<file path="src/rtl/logicnet_in_pkg.sv">
// logicnet_in_pkg
//   Shared constants, types and helpers for the LogicNets readout input stage.
//   Holds the configuration of the stage (sample width, window length, feature
//   count, quantization width and shift) and the widths derived from it.
//   Optional feature macro used by the stage: LNI_CLIP_CNT_EN.
package logicnet_in_pkg;

  localparam int DATA_W    = 16;
  localparam int AVG_LEN   = 4;   // power of 2, >= 2
  localparam int NUM_FEATS = 3;
  localparam int IN_BITS   = 2;
  localparam int Q_SHIFT   = 8;

  localparam int AVG_SH    = $clog2(AVG_LEN);
  localparam int ACC_W     = DATA_W + AVG_SH;  // sum of AVG_LEN samples cannot overflow
  localparam int VEC_W     = NUM_FEATS * IN_BITS;
  localparam int CODE_MAX  = (1 << IN_BITS) - 1;
  localparam int FEAT_W    = (NUM_FEATS > 1) ? $clog2(NUM_FEATS) : 1;

  typedef enum logic {
    ACCUM = 1'b0,
    OUT   = 1'b1
  } state_t;

  // Clamp the offset value to the unsigned code range [0, CODE_MAX].
  function automatic logic [IN_BITS-1:0] clamp_code(input logic signed [ACC_W:0] v);
    if (v < 0)
      return '0;
    else if (v > CODE_MAX)
      return IN_BITS'(CODE_MAX);
    else
      return v[IN_BITS-1:0];
  endfunction

endpackage

</file>
<file path="src/rtl/logicnet_in_quant.sv">
// logicnet_in_quant
//   Combinational quantizer for one completed window.
//   Ports:
//     sum_i      signed window sum (ACC_W bits)
//     code_o     quantized feature code (IN_BITS bits)
//     clipped_o  high when the offset value fell outside [0, CODE_MAX]
module logicnet_in_quant
  import logicnet_in_pkg::*;
(
  input  logic signed [ACC_W-1:0] sum_i,
  output logic [IN_BITS-1:0]      code_o,
  output logic                    clipped_o
);

  localparam logic signed [ACC_W:0] OFFSET = (ACC_W+1)'(1 << (IN_BITS-1));

  logic signed [ACC_W:0] sum_x;
  logic signed [ACC_W:0] mean;
  logic signed [ACC_W:0] v;

  // One guard bit so the offset add cannot wrap.
  assign sum_x = {sum_i[ACC_W-1], sum_i};
  // Arithmetic shifts give floor division for negative sums.
  assign mean  = sum_x >>> AVG_SH;
  assign v     = (mean >>> Q_SHIFT) + OFFSET;

  assign code_o    = clamp_code(v);
  assign clipped_o = (v < 0) || (v > CODE_MAX);

endmodule

</file>
<file path="src/rtl/logicnet_input_stage.sv">
// logicnet_input_stage
//   Box-car averages AVG_LEN signed samples per feature, quantizes each mean to
//   IN_BITS and packs NUM_FEATS features into one vector per frame.
//   Ports:
//     clk, rst_n        clock (rising edge), asynchronous active-low reset
//     s_valid/s_ready   input sample handshake; s_sof resyncs the frame
//     s_data            signed sample (DATA_W)
//     m_valid/m_ready   output vector handshake
//     m_data            packed vector, feature k at [k*IN_BITS +: IN_BITS]
//     clip_cnt          saturating count of clamped features (LNI_CLIP_CNT_EN only)
//   Macro: LNI_CLIP_CNT_EN adds the clip counter and its port.
module logicnet_input_stage
  import logicnet_in_pkg::*;
(
  input  logic              clk,
  input  logic              rst_n,
  input  logic              s_valid,
  output logic              s_ready,
  input  logic              s_sof,
  input  logic [DATA_W-1:0] s_data,
  output logic              m_valid,
  input  logic              m_ready,
`ifdef LNI_CLIP_CNT_EN
  output logic [15:0]       clip_cnt,
`endif
  output logic [VEC_W-1:0]  m_data
);

  state_t                            state_q, state_d;
  logic signed [ACC_W-1:0]           acc_q, acc_d;
  logic [AVG_SH-1:0]                 samp_q, samp_d;
  logic [FEAT_W-1:0]                 feat_q, feat_d;
  logic [NUM_FEATS-1:0][IN_BITS-1:0] vec_q, vec_d;    // vector under construction
  logic [NUM_FEATS-1:0][IN_BITS-1:0] mdata_q, mdata_d; // presented vector

  logic                    accept;
  logic                    win_done;
  logic signed [ACC_W-1:0] s_ext;
  logic signed [ACC_W-1:0] sum_nxt;
  logic [IN_BITS-1:0]      code;
  logic                    clipped;

  assign s_ready = (state_q == ACCUM);
  assign m_valid = (state_q == OUT);
  assign m_data  = mdata_q;

  assign accept   = s_valid && s_ready;
  assign s_ext    = {{AVG_SH{s_data[DATA_W-1]}}, s_data};
  assign sum_nxt  = acc_q + s_ext;
  // A sof sample always starts a new window, so it never completes one.
  assign win_done = accept && !s_sof && (samp_q == AVG_SH'(AVG_LEN-1));

  logicnet_in_quant u_quant (
    .sum_i     (sum_nxt),
    .code_o    (code),
    .clipped_o (clipped)
  );

  always_comb begin
    state_d = state_q;
    acc_d   = acc_q;
    samp_d  = samp_q;
    feat_d  = feat_q;
    vec_d   = vec_q;
    mdata_d = mdata_q;
    case (state_q)
      ACCUM: begin
        if (accept) begin
          if (s_sof) begin
            acc_d  = s_ext;
            samp_d = AVG_SH'(1);
            feat_d = '0;
          end else if (win_done) begin
            acc_d         = '0;
            samp_d        = '0;
            vec_d[feat_q] = code;
            if (feat_q == FEAT_W'(NUM_FEATS-1)) begin
              feat_d  = '0;
              mdata_d = vec_d;
              state_d = OUT;
            end else begin
              feat_d = feat_q + FEAT_W'(1);
            end
          end else begin
            acc_d  = sum_nxt;
            samp_d = samp_q + AVG_SH'(1);
          end
        end
      end
      OUT: begin
        if (m_ready) state_d = ACCUM;
      end
      default: state_d = ACCUM;
    endcase
  end

  always_ff @(posedge clk or negedge rst_n) begin
    if (!rst_n) begin
      state_q <= ACCUM;
      acc_q   <= '0;
      samp_q  <= '0;
      feat_q  <= '0;
      vec_q   <= '0;
      mdata_q <= '0;
    end else begin
      state_q <= state_d;
      acc_q   <= acc_d;
      samp_q  <= samp_d;
      feat_q  <= feat_d;
      vec_q   <= vec_d;
      mdata_q <= mdata_d;
    end
  end

`ifdef LNI_CLIP_CNT_EN
  logic [15:0] clip_q, clip_d;

  always_comb begin
    clip_d = clip_q;
    if (win_done && clipped && (clip_q != 16'hFFFF))
      clip_d = clip_q + 16'd1;
  end

  always_ff @(posedge clk or negedge rst_n) begin
    if (!rst_n) clip_q <= '0;
    else        clip_q <= clip_d;
  end

  assign clip_cnt = clip_q;
`else
  // Clip flag only feeds the optional counter.
  logic unused_clip;
  assign unused_clip = clipped;
`endif

endmodule

</file>
<file path="config.mk">
export PLATFORM = sky130hd
export DESIGN_NAME = logicnet_input_stage
export DESIGN_NICKNAME = d
export VERILOG_FILES = /design/src/rtl/logicnet_in_pkg.sv /design/src/rtl/logicnet_in_quant.sv /design/src/rtl/logicnet_input_stage.sv
export SDC_FILE = /design/constraint.sdc
export NUM_CORES = 1
export LEC_CHECK = 0
export ABC_AREA = 1
export CORE_UTILIZATION = 25
export CTS_CLUSTER_DIAMETER = 80
export DETAILED_ROUTE_END_ITERATION = 7
export GPL_ROUTABILITY_DRIVEN = 0
export PLACE_DENSITY = 0.41
export SLEW_MARGIN = 10
export SYNTH_ARGS = -nofsm -noshare
export SYNTH_HDL_FRONTEND = slang
export SYNTH_SLANG_ARGS = --single-unit
</file>
<file path="constraint.sdc">
create_clock -name clk -period 3.2 [get_ports clk]
set_clock_uncertainty 0.1 [all_clocks]
set_input_delay 0.64 -clock clk [delete_from_list [all_inputs] [get_ports clk]]
set_output_delay 0.64 -clock clk [all_outputs]
set_load 0.01 [all_outputs]
</file>
==> Word level (Yosys, flattened, before mapping) <==
Index checks and enable logic that the tools add are counted.
{ "totals": {"register_bits": 35, "elab_cells": 50, "out_inout_bits": 8} }
{ "classes": {"n_eq_ne": 2, "mux": 18, "n_reduce_logical": 10, "n_addsub": 4, "n_lt_le_gt_ge": 4, "bitwise_logic": 2} }
{ "op_table": {"columns": ["operator", "n"], "rows": [
  ["18-bit 2-to-1 mux", 2],
  ["18-bit by 16-bit adder with 18-bit output", 1],
  ["2-bit 2-to-1 mux", 8],
  ["8-bit by 3-bit adder with 9-bit output, second input constant", 1],
  ["9-bit by 3-bit greater-than comparator with 1-bit output, second input constant", 1],
  ["9-bit by 1-bit < comparator with 1-bit output, second input constant", 1],
  ["6-bit bitwise mux", 1],
  ["1-bit 2-to-1 mux", 5],
  ["5-bit AND reduction", 1],
  ["2-bit by 1-bit adder with 2-bit output, second input constant", 2],
  ["2-bit demux with 2-bit select", 1],
  ["2-bit == test, second input constant", 2],
  ["1-bit logical AND", 4],
  ["4-bit AND reduction", 1],
  ["2-bit by 3-bit < comparator with 1-bit output, second input constant", 1],
  ["3-bit AND reduction", 1],
  ["2-bit by 1-bit greater-or-equal comparator with 1-bit output, second input constant", 1],
  ["1-bit inverter", 2],
  ["1-bit case mux with 2 select lines", 1],
  ["2-bit AND reduction", 1],
  ["2-bit nonzero test", 1],
  ["1-bit zero test", 1]
]} }

==> Depth between registers and ports, before layout <==
Gate-level depths: netlist of the first run.
{ "logic_depth": {"depth_word": 8, "ltp_mapped": 19} }

==> Hierarchy <==
Synthesis of the first run repeated with hierarchy kept, for this count alone.
{ "unflattened": {"hier_cells": 388, "hier_area_um2": 2776.4} }
{ "modules_own_cells": {"columns": ["mod", "area_each_um2", "cells_per_inst", "n_inst", "seq_area_each_um2"], "rows": [
  ["logicnet_input_stage", 2582.5, 351, 1, 825.8],
  ["logicnet_in_quant", 193.9, 37, 1, 0.0]
]} }

==> Least setup slack after synthesis of the first run <==
OpenSTA, ideal clock, no wires.
{ "synth_path": {"path_type": "input -> register", "from": "input s_data[0]", "to": "register mdata_q, in the netlist m_data[4]", "path_stages": 17, "setup_slack_ns": 0.407, "setup_ns": 0.117, "arrival_time_ns": 2.575, "path_cell_list": "ha_1 fa_1 nand3_1 nand3_2 nand3_1 nand3_1 nand2_1 nand2_2 ha_1 inv_1 nand2_1 nor2_1 nand3_1 nor2_2 nand2_1 nand3_1 nand2_1"} }
{ "synth_via": {"elab_chain_len": 6, "word_cells_on_any_way": 7, "cone_classes": "2 x add/sub; 2 x order compare; 3 x mux"} }
{ "synth_rtl": {"columns": ["element", "line", "rtl"], "rows": [
  ["from (decl)", "logicnet_input_stage.sv:20", "input logic [DATA_W-1:0] s_data,"],
  ["18-bit by 16-bit adder with 18-bit output (*)", "logicnet_input_stage.sv:49", "assign sum_nxt = acc_q + s_ext;"],
  ["8-bit by 3-bit adder with 9-bit output (*)", "logicnet_in_quant.sv:25", "assign v = (mean >>> Q_SHIFT) + OFFSET;"],
  ["9-bit by 3-bit greater-than comparator with 1-bit output", "logicnet_in_pkg.sv:29", "else if (v > CODE_MAX)"],
  ["2-bit 2-to-1 mux", "logicnet_in_pkg.sv:29", null],
  ["2-bit 2-to-1 mux (*)", "logicnet_in_pkg.sv:27", "if (v < 0)"],
  ["6-bit bitwise mux (*)", "logicnet_input_stage.sv:76", "vec_d[feat_q] = code;"],
  ["to (signal assigned)", "logicnet_input_stage.sv:111", "mdata_q <= mdata_d;"],
  ["to (decl)", "logicnet_input_stage.sv:34", "logic [NUM_FEATS-1:0][IN_BITS-1:0] mdata_q, mdata_d;"]
]} }
Mark *: on every way between the ends. The rest lies on a longest branch, timed or not.
A chain may end at the register's enable or synchronous reset.

==> Worst setup path in the final report of the first run <==
{ "layout_path": {"from": "input s_data[0]", "to": "register vec_q[0] in the netlist's numbering"} }
{ "layout_via": {"elab_chain_len": 6, "word_cells_on_any_way": 7, "cone_classes": "2 x add/sub; 2 x order compare; 3 x mux"} }
{ "layout_rtl": {"columns": ["element", "line", "rtl"], "rows": [
  ["18-bit by 16-bit adder with 18-bit output (*)", "logicnet_input_stage.sv:49", null],
  ["8-bit by 3-bit adder with 9-bit output (*)", "logicnet_in_quant.sv:25", null],
  ["9-bit by 3-bit greater-than comparator with 1-bit output", "logicnet_in_pkg.sv:29", null],
  ["2-bit 2-to-1 mux", "logicnet_in_pkg.sv:29", null],
  ["2-bit 2-to-1 mux (*)", "logicnet_in_pkg.sv:27", null],
  ["6-bit bitwise mux (*)", "logicnet_input_stage.sv:76", null],
  ["to (signal assigned)", "logicnet_input_stage.sv:110", "vec_q <= vec_d;"],
  ["to (decl)", "logicnet_input_stage.sv:33", "logic [NUM_FEATS-1:0][IN_BITS-1:0] vec_q, vec_d;"]
]} }
Marks and branches as above.

==> results.py, run 1 <==
metrics = {
    "synth": {
        "netlist_top_cells_area": "dfrtp_1 30%, nand2_1 15%, ha_1 9.0%",
        "syn_nets": 454,
        "synth_top_area_share_pct": 29.65,
        "ys_types": 30,
        "async_reset_ff_share_pct": 100.0,
        "netlist_area_mm2": 0.002785,
        "synth_seq_cells": 33,
        "synth_edf_count": 0,
        "synth-seq-area-share_pct": 29.65,
        "yosysTopAreaCell": "dfrtp_1",
        "postSynthAreaPerCell_um2": 6.760,
        "ys_warn_count": 0,
        "syn_inst": 412,
        "synth_ff_type": "dfrtp_1",
    },
    "finish": {
        "drive_gt1_share_pct": 22.52,
        "ff_latch_area_um2": 825.8,
        "nFillCells": 1190,
        "antenna_cells": 0,
        "multi_input_area_mm2": 0.001849,
        "final_cell_mix": "113 x nand2_1, 48 x inv_1, 43 x nor2_1",
        "fin_util_pct": 34.61,
        "area_growth_pct": 34.73,
        "final_common_cell": "nand2_1",
        "nets": 525,
    },
    "worst_setup_path": {
        "cpMostUsedCell": "nand3_1",
        "path_cells": "clkdlybuf4s50_1 > ha_2 > fa_1 > nand3_1 > nand3_2 > nand3_2 > nand4_1 > nand2_2 > inv_1 > ha_1 > nand3_1 > nand2_1 > nor2_1 > nand3_1 > nor2_4 > nand2_2 > nand3_1 > nand2_1",
        "crit_fanout": 3,
        "r2r-end": "vec_q[0]",
        "arrival_ns": 3.07,
        "r2r-start": "acc_q[0]",
        "startpoint_type": "input port",
        "setup.worst_path.start": "s_data[0]",
        "rrSetupSlack_ns": 0.59,
        "max_stage_delay_ns": 0.42,
        "ff2ff_path_depth": 17,
        "end_kind": "flop",
        "crit_type": "input port to flop",
        "cp_slowest_cell": "clkdlybuf4s50_1",
        "crit_end": "vec_q[0]",
        "worst_ep_required_time_ns": 3.28,
    },
    "sta": {
        "finalCriticalPeriod_ns": 2.986,
        "layout_setup_ws_ns": 0.2137,
        "slew_viol_final": 0,
        "worstMarginPinSlew_ns": 0.8292,
        "fmax_mhz": 334.9,
        "post-route-period-util_pct": 93.32,
        "final-hold-violation-count": 0,
        "setup_viol_count_final": 0,
        "whs_ns": 0.3800,
        "maxSlewHeadroom_pct": 44.66,
    },
    "cts": {
        "clock-sinks": 33,
        "htreeDepth": 2,
        "cts_made_buffers": 5,
        "cts_tree": "done",
        "clk-insertion-delay-late_ns": 0.30,
        "clockBufferDepth": 2,
        "ctsRootBufferMaster": "clkbuf_8",
        "clkTransAtPathRegs_ns": 0.08,
    },
    "floorplanning": {
        "die_y_um": 107.6,
        "pin_count": 29,
        "rows": 38,
        "dieArea_mm2": 0.01157,
        "core_mm2": 0.01084,
        "initial_core_util_pct": 25.69,
        "die_w_um": 107.6,
    },
    "job": {
        "cap_violations": 0,
    },
    "drt": {
        "drc_errors": 0,
        "routed_via_density": 4.412,
        "ant_nets": 0,
        "avgRoutedWirePerCell_um": 12.76,
        "routed_wl_um": 7962,
        "dr.pass1.iters": 4,
        "drt_iter0_drc": 67,
        "vias": 2753,
    },
    "placement": {
        "dpl_worst_slack_ns": -0.1815,
        "port_buffers": 28,
        "dp_hpwl_um": 6264,
    },
    "grt": {
        "overflow": 0,
        "antenna_found_initial": 0,
        "grtUsageTotal_pct": 14.96,
        "grt_max_degree": 34,
        "grt_pass1_wl_um": 13460,
        "grt_pass1_vias": 2852,
    },
    "power_and_ir_drop": {
        "power_leakage_uw": 0.001895,
        "vdd_drop_max_uv": 300.4,
        "powerDensity_mw_per_mm2": 595.4,
    },
    "worst_hold_path": {
        "hold_class": "flop to flop",
    },
    "outcome": {
        "status": "completed",
    },
}
## registers in the layout (all words and copies together), names as in the netlist
name,cells
acc_q,18
m_valid,1
m_data,6
feat_q,2
vec_q,4
samp_q,2
## layout make-up
class | count | share of cell area, %
multi-input cells | 322 | 49.28
repair buffers | 70 | 15.87
clock buffers | 5 | 1.834
clock inverters | 3 | 1.234
inverters | 51 | 5.102
well taps | 140 | 4.668
flip-flops and latches | 33 | 22.01
## how the worst min path moves through the flow
stage                   start   endpoint  slack [ns]  depth (start not counted)
finish              samp_q[0]  samp_q[0]        0.38                          1
global route         vec_q[2]   vec_q[2]        0.40                          2
CTS                 samp_q[0]  samp_q[0]        0.38                          1
detailed placement   vec_q[2]   vec_q[2]        0.37                          2
global placement    samp_q[0]  samp_q[0]        0.37                          1
floorplan               rst_n   acc_q[0]        0.24                          0
## cell usage after synthesis (all sizes together), types with 2 or more instances
master  count
o21bai      2
inv        51
nand2     138
clkbuf      5
a21oi      40
nand4       3
nor3        4
ha         20
nand3      40
or2         5
nor2       48
o21ai      10
a22oi       4
dfrtp      33
xor2        2
## repair_timing
item                                    in CTS  in global routing
endpoints found under the setup margin       0                  6
hold buffers                                 0                  0
setup buffers                                0                  2
resized for setup                            0                 14
## where the power goes
group	internal [µW]	leakage, µW	switching, µW	total, µW
sequential	510	0.000407	61.9	572
clock	233	0.0000543	186	419
combinational	556	0.00143	686	1240
total	1300	0.00189	934	2230
## critical path: cells and delay by family
family                     cells  cell delay (ns)
adders and majority gates      3             0.76
buffers and inverters          2             0.47
and+or+nand+nor               13             1.20
## per-layer routing
| layer | wire length, µm | global-route usage, % | up-vias |
|---|---|---|---|
| met4 | 93 | 4.403 | 0 |
| met1 | 4043 | 20.14 | 1254 |
| met3 | 151 | 1.998 | 7 |
| met5 | 0 | 0 | - |
| li1 | - | - | 1465 |
| met2 | 3674 | 24.77 | 27 |
## per-stage QoR
stage               instances  area [µm²]   TNS (ns)  total power (µW)
floorplan                 412        2785          0              1311
global placement          614        3517    -0.5045              1763
detailed placement        614        3517     -1.051              1764
CTS                       622        3632          0              2199
global route              624        3752  -0.007100              2455
finish                    624        3752          0              2234
## cells by family (layout without fill, tap and decap cells)
kind of cell / after synthesis / in the layout / share of synthesized area, %
AO/OA/AOI/OAI: 59 / 59 / 12.22
buffers and inverters: 57 / 129 / 7.727
XOR/XNOR: 3 / 3 / 0.9436
flip-flops: 33 / 33 / 29.65
adder cells (fa/ha/maj): 21 / 21 / 9.704
AND/OR/NAND/NOR: 239 / 239 / 39.76
(Power assumes the default switching activity.)
==> run 2, diff against run 1 <==
Settings changed: CAP_MARGIN set to 20.
==> results of run 2 <==
No change in the layout: final DEF, timing and power equal those of run 1.
==> run 3, diff against run 2 <==
Settings changed: HOLD_SLACK_MARGIN set to 0.15, RECOVER_POWER set to 100.
Clock period 3.2 ns to 3.3 ns, I/O delays scaled along.
==> results.py, run 3 (synthesized netlist as in run 1, its figures left out) <==
metrics = {
    "cts": {
        "clkTransAtPathRegs_ns": 0.08,
        "clockBufferDepth": 2,
        "ctsRootBufferMaster": "clkbuf_8",
        "clk-insertion-delay-late_ns": 0.30,
        "cts_made_buffers": 5,
        "htreeDepth": 2,
        "hold_buffers": 0,
        "post_cts_resize_count": 0,
        "clock-sinks": 33,
        "post-cts-setup-buffer-count": 0,
        "cts_tree": "done",
    },
    "finish": {
        "multi_input_area_mm2": 0.001742,
        "ff_latch_area_um2": 825.8,
        "area_growth_pct": 26.55,
        "fin_util_pct": 32.51,
        "largest_register": "acc_q",
        "largest_reg_flops": 18,
        "antenna_cells": 0,
        "final_common_cell": "nand2_1",
        "nets": 510,
        "final_cell_mix": "115 x nand2_1, 48 x inv_1, 44 x nor2_1",
        "drive_gt1_share_pct": 17.06,
        "nFillCells": 1231,
    },
    "worst_setup_path": {
        "crit_fanout": 3,
        "worstSetupPathDepth": 18,
        "crit_buf_inv": 2,
        "ff2ff_path_depth": 17,
        "startpoint_type": "input port",
        "r2r-start": "acc_q[0]",
        "arrival_ns": 3.17,
        "r2r-end": "vec_q[1]",
        "crit_end": "vec_q[1]",
        "crit_type": "input port to flop",
        "path_cells": "clkdlybuf4s50_1 > ha_1 > fa_1 > nand3_1 > nand3_2 > nand3_1 > nand4_1 > nand2_2 > ha_1 > inv_1 > nor2_1 > nand3_1 > nand2_1 > nand2_1 > nor2_2 > nand2_1 > nand3_1 > nand2_1",
        "crit_family": "simple AND/OR/NAND/NOR gates",
        "worst_ep_required_time_ns": 3.39,
        "cp_slowest_cell": "clkdlybuf4s50_1",
        "end_kind": "flop",
        "setup.worst_path.start": "s_data[0]",
        "rrSetupSlack_ns": 0.66,
        "max_stage_delay_ns": 0.43,
    },
    "sta": {
        "rsz0062_at_grt": "false",
        "setup_viol_count_final": 0,
        "slew_viol_final": 34,
        "final-hold-violation-count": 0,
        "finalCriticalPeriod_ns": 3.072,
        "maxSlewHeadroom_pct": -29.05,
        "worstMarginPinSlew_ns": 1.936,
        "post-route-period-util_pct": 93.10,
        "setup_tns_ns": 0,
        "fmax_mhz": 325.5,
    },
    "drt": {
        "drc_errors": 0,
        "dr.pass1.iters": 4,
        "ant_nets": 0,
        "drt_iter0_drc": 90,
        "routed_via_density": 4.460,
        "vias": 2716,
        "routed_wl_um": 7862,
        "avgRoutedWirePerCell_um": 12.91,
    },
    "grt": {
        "grtUsageTotal_pct": 14.95,
        "antenna_found_initial": 0,
        "overflow": 0,
        "grt_pass1_vias": 2658,
        "grt_pass1_wl_um": 13380,
        "grt_max_degree": 34,
    },
    "floorplanning": {
        "pin_count": 29,
        "dieArea_mm2": 0.01157,
        "die_y_um": 107.6,
        "die_w_um": 107.6,
        "initial_core_util_pct": 25.69,
        "rows": 38,
        "core_mm2": 0.01084,
    },
    "placement": {
        "dp_hpwl_um": 6158,
        "port_buffers": 28,
    },
    "worst_hold_path": {
        "hold_class": "flop to flop",
        "min-delay-start": "vec_q[2]",
    },
    "power_and_ir_drop": {
        "vdd_drop_max_uv": 191.4,
        "total_power_uw": 2052,
        "power_leakage_uw": 0.001834,
        "powerDensity_mw_per_mm2": 582.1,
    },
    "outcome": {
        "status": "finished with violations",
        "violations": "capacitance limit, slew limit",
    },
    "job": {
        "cap_violations": 2,
    },
}
[run 3: cell types whose count changed in the layout (fill, tap and decap cells not counted), sizes merged]
cell,before,now
buf,42,25
dlygate4sd3,0,10
clkdlybuf4s50,28,18
clkbuf,5,7
[run 3: how the worst min path moves through the flow]
stage | to | slack [ns] | depth (start not counted)
2_1_floorplan | acc_q[0] | 0.26 | 0
4_1_cts | samp_q[0] | 0.39 | 1
6_report | vec_q[2] | 0.39 | 2
5_1_grt | vec_q[1] | 0.42 | 2
3_3_place_gp | samp_q[0] | 0.37 | 1
3_5_place_dp | vec_q[1] | 0.37 | 2
[run 3: stage by stage]
| step | worst slack (ns) | cell area, µm² | cells | hold slack (ns) |
|---|---|---|---|---|
| after floorplan | 0.4871 | 2785 | 412 | 0.2644 |
| after global placement | -0.005366 | 3420 | 601 | 0.3658 |
| after detailed placement | -0.06453 | 3420 | 601 | 0.3668 |
| after CTS | 0.2310 | 3535 | 609 | 0.3911 |
| after global routing | 0.0007225 | 3525 | 609 | 0.4233 |
| final | 0.2278 | 3525 | 609 | 0.3889 |
[run 3: final cells by class]
cell class	instances	area share [%]
well taps	140	4.970
repair buffers	55	13.49
multi-input cells	322	49.41
clock inverters	3	1.313
flip-flops and latches	33	23.43
inverters	51	5.431
clock buffers	5	1.952
[run 3: worst reg2reg max path: stages (launching register included)]
cell and delay, ns:
dfrtp_1 0.39, ha_1 0.22, fa_1 0.39, nand3_1 0.12
nand3_2 0.10, nand3_1 0.10, nand4_1 0.11, nand2_2 0.11
ha_1 0.19, inv_1 0.06, nor2_1 0.09, nand3_1 0.07
nand2_1 0.06, nand2_1 0.05, nor2_2 0.14, nand2_1 0.11
nand3_1 0.09, nand2_1 0.05
[run 3: routing by layer]
layer | GRT usage, % | vias to the layer above | share of wire (%)
li1 | - | 1444 | -
met1 | 21.13 | 1234 | 52
met2 | 23.63 | 30 | 45
met3 | 2.119 | 8 | 1.8
met4 | 4.012 | 0 | 1.1
met5 | 0 | - | 0
[run 3: report_power, final]
| group | internal (µW) | switching, µW |
|---|---|---|
| clock | 227 | 187 |
| sequential | 495 | 53.5 |
| combinational | 449 | 640 |
| total | 1170 | 881 |
